--- config.mk ---
export PLATFORM = sky130hd
export DESIGN_NAME = seizure_score_sequencer
export DESIGN_NICKNAME = d
export VERILOG_FILES = /design/src/rtl/seizure_score_sequencer.sv
export SDC_FILE = /design/constraint.sdc
export NUM_CORES = 2
export LEC_CHECK = 0
export ABC_AREA = 0
export BUFFER_PORTS_ARGS = -buffer_cell sky130_fd_sc_hd__buf_2
export CAP_MARGIN = 5
export CORE_MARGIN = 3
export CORE_UTILIZATION = 58
export CTS_CLUSTER_SIZE = 28
export DETAILED_ROUTE_END_ITERATION = 16
export PLACE_DENSITY = 0.75
export SKIP_LAST_GASP = 1
export SLEW_MARGIN = 40
export SYNTH_ARGS = -nofsm -noshare
export SYNTH_HDL_FRONTEND = slang
export SYNTH_SLANG_ARGS = --single-unit
--- constraint.sdc ---
create_clock -name clk -period 7 [get_ports clk]
set_clock_uncertainty 0.15 [all_clocks]
set_input_delay 2.1 -clock clk [delete_from_list [all_inputs] [get_ports clk]]
set_output_delay 2.1 -clock clk [all_outputs]
set_load 0.02 [all_outputs]
--- src/rtl/seizure_score_sequencer.sv ---
// Time-multiplexed linear seizure classifier: one shared adder walks the 96
// feature-bit weights of a captured frame, then presents score and decision.
module seizure_score_sequencer #(
    parameter int WEIGHT_W = 12,
    parameter int ACC_W    = 20,
    parameter int NBITS    = 16,
    parameter int NFEAT    = 6
) (
    input  logic                       clk,
    input  logic                       rst_n,
    input  logic                       cfg_we,
    input  logic [6:0]                 cfg_addr,
    input  logic signed [WEIGHT_W-1:0] cfg_wdata,
    input  logic                       thr_we,
    input  logic signed [ACC_W-1:0]    thr_wdata,
    input  logic                       in_valid,
    output logic                       in_ready,
    input  logic [NBITS-1:0]           ll,
    input  logic [NBITS-1:0]           ne,
    input  logic [NBITS-1:0]           ps,
    input  logic [NBITS-1:0]           theta,
    input  logic [NBITS-1:0]           alpha,
    input  logic [NBITS-1:0]           beta,
    output logic                       out_valid,
    input  logic                       out_ready,
    output logic signed [ACC_W-1:0]    score,
    output logic                       seizure,
    output logic                       busy
);
    localparam int NW     = NBITS * NFEAT;
    localparam int IDX_W  = $clog2(NW);
    localparam int FEAT_W = $clog2(NFEAT);
    localparam int BIT_W  = $clog2(NBITS);
    localparam logic [IDX_W-1:0]        LAST_IDX = IDX_W'(NW - 1);
    localparam logic [FEAT_W-1:0]       LAST_FEAT = FEAT_W'(NFEAT - 1);
    localparam logic signed [ACC_W-1:0] THR_RST  = {1'b0, {(ACC_W-1){1'b1}}};

    // Handshakes: a transfer happens on a rising edge where valid and ready
    // are both high; in_ready is high only in IDLE, out_valid only in OUT.
    typedef enum logic [1:0] {IDLE, ACCUM, OUT} state_t;

    state_t                      state_q, state_d;
    logic signed [WEIGHT_W-1:0]  w_q [NW];
    logic signed [ACC_W-1:0]     thr_q;
    logic [NBITS-1:0]            frame_q [NFEAT];
    logic [IDX_W-1:0]            idx_q;
    logic [FEAT_W-1:0]           feat_q;
    logic [BIT_W-1:0]            bit_q;
    logic signed [ACC_W-1:0]     acc_q;
    logic signed [ACC_W-1:0]     score_q;
    logic                        seizure_q;

    logic signed [WEIGHT_W-1:0]  wsel;
    logic signed [ACC_W-1:0]     addend;
    logic signed [ACC_W-1:0]     sum;

    always_comb begin
        state_d   = state_q;
        in_ready  = 1'b0;
        out_valid = 1'b0;
        busy      = 1'b1;
        case (state_q)
            IDLE: begin
                in_ready = 1'b1;
                busy     = 1'b0;
                if (in_valid) state_d = ACCUM;
            end
            ACCUM: begin
                if (idx_q == LAST_IDX) state_d = OUT;
            end
            OUT: begin
                out_valid = 1'b1;
                if (out_ready) state_d = IDLE;
            end
            default: state_d = IDLE;
        endcase
    end

    // Feature (idx mod 6) / bit (idx div 6) are tracked as separate counters
    // alongside the flat weight index, so no divider is needed.
    always_comb begin
        wsel   = w_q[idx_q];
        addend = '0;
        if (frame_q[feat_q][bit_q]) addend = {{(ACC_W-WEIGHT_W){wsel[WEIGHT_W-1]}}, wsel};
        sum = acc_q + addend;
    end

    always_ff @(posedge clk or negedge rst_n) begin
        if (!rst_n) begin
            state_q   <= IDLE;
            acc_q     <= '0;
            idx_q     <= '0;
            feat_q    <= '0;
            bit_q     <= '0;
            score_q   <= '0;
            seizure_q <= 1'b0;
            for (int i = 0; i < NFEAT; i++) frame_q[i] <= '0;
        end else begin
            state_q <= state_d;
            case (state_q)
                IDLE: begin
                    if (in_valid) begin
                        frame_q[0] <= ll;
                        frame_q[1] <= ne;
                        frame_q[2] <= ps;
                        frame_q[3] <= theta;
                        frame_q[4] <= alpha;
                        frame_q[5] <= beta;
                        acc_q      <= '0;
                        idx_q      <= '0;
                        feat_q     <= '0;
                        bit_q      <= '0;
                    end
                end
                ACCUM: begin
                    acc_q <= sum;
                    idx_q <= idx_q + 1'b1;
                    if (feat_q == LAST_FEAT) begin
                        feat_q <= '0;
                        bit_q  <= bit_q + 1'b1;
                    end else begin
                        feat_q <= feat_q + 1'b1;
                    end
                    if (idx_q == LAST_IDX) begin
                        score_q   <= sum;
                        seizure_q <= (sum >= thr_q);
                    end
                end
                default: ;
            endcase
        end
    end

    // Configuration only lands in IDLE so an in-flight frame sees one weight set.
    always_ff @(posedge clk or negedge rst_n) begin
        if (!rst_n) begin
            for (int i = 0; i < NW; i++) w_q[i] <= '0;
            thr_q <= THR_RST;
        end else if (state_q == IDLE) begin
            if (cfg_we && (32'(cfg_addr) < NW)) w_q[cfg_addr] <= cfg_wdata;
            if (thr_we) thr_q <= thr_wdata;
        end
    end

    assign score   = score_q;
    assign seizure = seizure_q;
endmodule

==> flow_summary_export.csv <==
group,metric,value,unit
run_status,outcome,"completed",
global_routing,grt_pass1_vias,37900,
pwr,p_seq_frac,0.406,
synth,ys_top_cells_by_count,"1,306 x dfrtp_1, 1,159 x mux2_2, 427 x nand2_1",
floorplanning,die_y,331,um
cts,cts_buffers,138,
worst_setup_path,end_kind,"flip-flop",
sta,fin_crit_sh,0.942,
synth,synth_edf_count,0,
floorplanning,ios,165,
hold_path,holdPathEnd,"score[2]",
drt,wl_per_cell,26.6,um
placement,place_hpwl,97.5,mm
cells_and_area,instances_no_fill,5778,
synth,avgSynthCellArea,14.6,sq um
pwr,swShare,0.307,
worst_setup_path,criticalPathCategory,"reg -> reg",
synth,synth_top_cell_area_share,0.533,
sta,clock.fmax,152,MHz
cts,cts_tree,"done",
cts,cts_hold_buf,0,
worst_setup_path,worst_path_dominant_cell_family,"compound AO/OA/AOI/OAI gates",
worst_setup_path,crit_fanout,24,
cts,post_cts_buffers,0,
floorplanning,die_x,331,um
drt,viasPerCell,6.35,
cells_and_area,n_fill_cell,7300,
worst_setup_path,rr_startpoint,"idx_q[0]",
pwr,ir_worst_vdd,0.271,mV
synth,synth_area,0.0613,sq mm
drt,drc_errors,0,
drt,ant_nets,0,
synth,ys_seq_area_frac,0.541,
worst_setup_path,crit_chain,"buf_12 > buf_12 > mux4_2 > mux4_2 > mux4_2 > a21oi_1 > nor2_1 > ha_1 > nor2b_1 > o21ai_0 > a21boi_0 > o2111ai_1 > a311oi_1 > nor2_1 > xor2_1 > inv_1 > ha_1 > a21o_1 > a21o_1 > a21o_1 > a21oi_1 > o21ai_0 > mux2i_1 > a31oi_1",
floorplanning,core,0.104,sq mm
synth,synth_seq_cells,1325,
sta,worst_slew_pin_slew,0.863,ns
cts,clockBufferDepth,3,
drt,wl,154,mm
global_routing,grt_pass1_wl,237,mm
worst_setup_path,r2r_end,"seizure",
cts,clkSinkCount,1325,
worst_setup_path,rr_worst_depth,24,
worst_setup_path,slowest_stage,"mux4_2",
synth,synth_top_flop_cell,"dfrtp_1",
hold_path,min-delay-path-class,"reg -> reg",
synth,yosysTopAreaCell,"dfrtp_1",
hold_path,min_path_cells,2,
pwr,power.static_leakage,0.0334,uW
pwr,total_power,21700,uW
drt,firstDrtPassIters,5,
synth,synth_cell_types,56,
sta,post-route-min-period,6.60,ns
synth,async_reset_ff_frac,1.00,
worst_setup_path,reg2reg_slack,0.40,ns
cts,cts_htree_levels,4,
cells_and_area,drive_gt1_frac,0.486,
cells_and_area,nNetsFinal,4465,
hold_path,hold_start,"score[2]",
synth,yosysMostFrequentCell,"dfrtp_1",
worst_setup_path,crit_required,7.45,ns
worst_setup_path,slowest_delay,0.54,ns
sta,setup_tns,0,ns
placement,portBuffers,164,
global_routing,antenna_found_initial,8,
worst_setup_path,startpoint_type,"flip-flop",
cells_and_area,syn2layout_area_growth,12.2,%
synth,synthesis.nets,4381,
floorplanning,dieArea,0.110,sq mm
pwr,power.density,315,mW/mm^2
synth,synth_area_leaders,"dfrtp_1 53%, mux2_2 21%, mux4_2 14%",
placement,place.gp.congestion,0.875,
floorplanning,initial_core_util,0.588,
worst_setup_path,arrival,7.04,ns
pwr,p_sw,6660,uW
pwr,pwr-share-clk,0.351,
pwr,p_int,15000,uW
global_routing,grt_remaining_overflow,0,
cts,clkTransAtPathRegs,0.06,ns
run,drv_cap,0,
sta,slew_headroom,0.425,
cts,cts_root_buffer,"clkbuf_16",
cts,cts-resized-gates,0,
sta,rsz0062_at_grt,"no",
synth,synthCells,4198,
floorplanning,rows,118,
worst_setup_path,path_buf_inv,3,
cts,worstSkewPairLatency,0.75,ns
drt,drt_iter0_markers,2825,
drt,vias,36700,
global_routing,grt_max_degree,147,
pwr,power_frac_comb,0.243,
sta,hold_viol_final,0,
placement,post-place-cells,5518,
cells_and_area,post-route-util,0.660,
synth,yosysWarningCount,0,
sta,hold_ws,0.321,ns
sta,setup_viol,0,
global_routing,grt_use_total,0.287,
sta,slew_viol_final,0,
how the worst max path moves through the flow:
| stage | slack [ns] | cells after the start | end | from |
|---|---|---|---|---|
| after floorplan | 0.99 | 26 | seizure | idx_q[0] |
| after global placement | 0.53 | 25 | seizure | idx_q[0] |
| after detailed placement | 0.52 | 25 | seizure | idx_q[0] |
| after CTS | 0.46 | 25 | seizure | idx_q[0] |
| after global routing | 0.12 | 24 | seizure | idx_q[0] |
| final | 0.40 | 24 | seizure | idx_q[0] |
registers in the layout, summed over array words and instances (netlist names):
register and cells:
thr_q 20, idx_q 7, acc_q 20, bit_q 4, frame_q 96, w_q 1152
seizure 1, score 20, state_q 2, feat_q 3
stage by stage:
stage	area [sq um]	worst slack (ns)
3_5_place_dp	63900	0.522
2_1_floorplan	61300	0.988
3_3_place_gp	63800	0.534
5_1_grt	68800	0.120
4_1_cts	68700	0.459
6_report	68800	0.405
power by group through the flow:
stage	registers (uW)	logic, uW	clock network, uW
2_1_floorplan	8650	3890	0
3_3_place_gp	8910	5180	0
3_5_place_dp	8930	5270	0
4_1_cts	8800	5300	7720
5_1_grt	8880	5750	8040
6_report	8810	5270	7610
cells by family (layout without fill, tap and decap cells):
| group | count (synthesis) | after routing | share of synthesized area |
|---|---|---|---|
| AO/OA/AOI/OAI | 186 | 186 | 0.0185 |
| XOR/XNOR | 19 | 19 | 0.00294 |
| adder cells (fa/ha/maj) | 42 | 42 | 0.00869 |
| buffers and inverters | 422 | 620 | 0.0280 |
| AND/OR/NAND/NOR | 649 | 649 | 0.0441 |
| flip-flops | 1325 | 1325 | 0.541 |
| other | 0 | 2 | 0 |
| multiplexers | 1555 | 1555 | 0.357 |
worst reg2reg max path, cell delays in order (launching register included):
cell,delay [ns]
dfrtp_4,0.53
buf_12,0.26
buf_12,0.27
mux4_2,0.53
mux4_2,0.53
mux4_2,0.54
a21oi_1,0.21
nor2_1,0.09
ha_1,0.35
nor2b_1,0.15
o21ai_0,0.11
a21boi_0,0.31
o2111ai_1,0.27
a311oi_1,0.41
nor2_1,0.11
xor2_1,0.24
inv_1,0.08
ha_1,0.30
a21o_1,0.17
a21o_1,0.17
a21o_1,0.17
a21oi_1,0.14
o21ai_0,0.10
mux2i_1,0.15
a31oi_1,0.10
layout by cell type, fill, tap and decap left out, drive strengths merged, types with 4 or more instances in the layout:
master,instances
a21oi,38
ha,41
inv,59
a221oi,7
o21ai,76
mux4,388
nand2b,13
o211ai,7
a21o,19
a22oi,8
clkbuf,201
a211o,4
nor3,12
nor2,99
nand2,427
mux2,1159
xnor2,9
dfstp,19
bufinv,11
and3,8
or2,5
nor2b,12
xor2,9
clkinv,35
dfrtp,1306
mux2i,8
nand3b,5
and2,4
nand4,12
buf,313
nand3,42
per-layer routing:
| layer | GRT usage | vias to the layer above | share of wire |
|---|---|---|---|
| met4 | 0.0920 | 4 | 0.031 |
| met3 | 0.0540 | 292 | 0.066 |
| met2 | 0.447 | 1278 | 0.48 |
| li1 | - | 15400 | - |
| met1 | 0.413 | 19700 | 0.43 |
| met5 | 0 | - | 0.00015 |
area by class of cell:
class | count | area, sq um | share of cell area
Antenna cell | 2 | 5.00 | 0.0000727
Sequential cell | 1325 | 33200 | 0.482
Clock buffer | 200 | 3990 | 0.0579
Clock inverter | 54 | 783 | 0.0114
Multi-Input combinational cell | 2451 | 26500 | 0.386
Tap cell | 1380 | 1730 | 0.0251
Timing Repair Buffer | 314 | 2370 | 0.0345
Inverter | 52 | 195 | 0.00284
No activity file was read; power rests on OpenSTA's default activity.
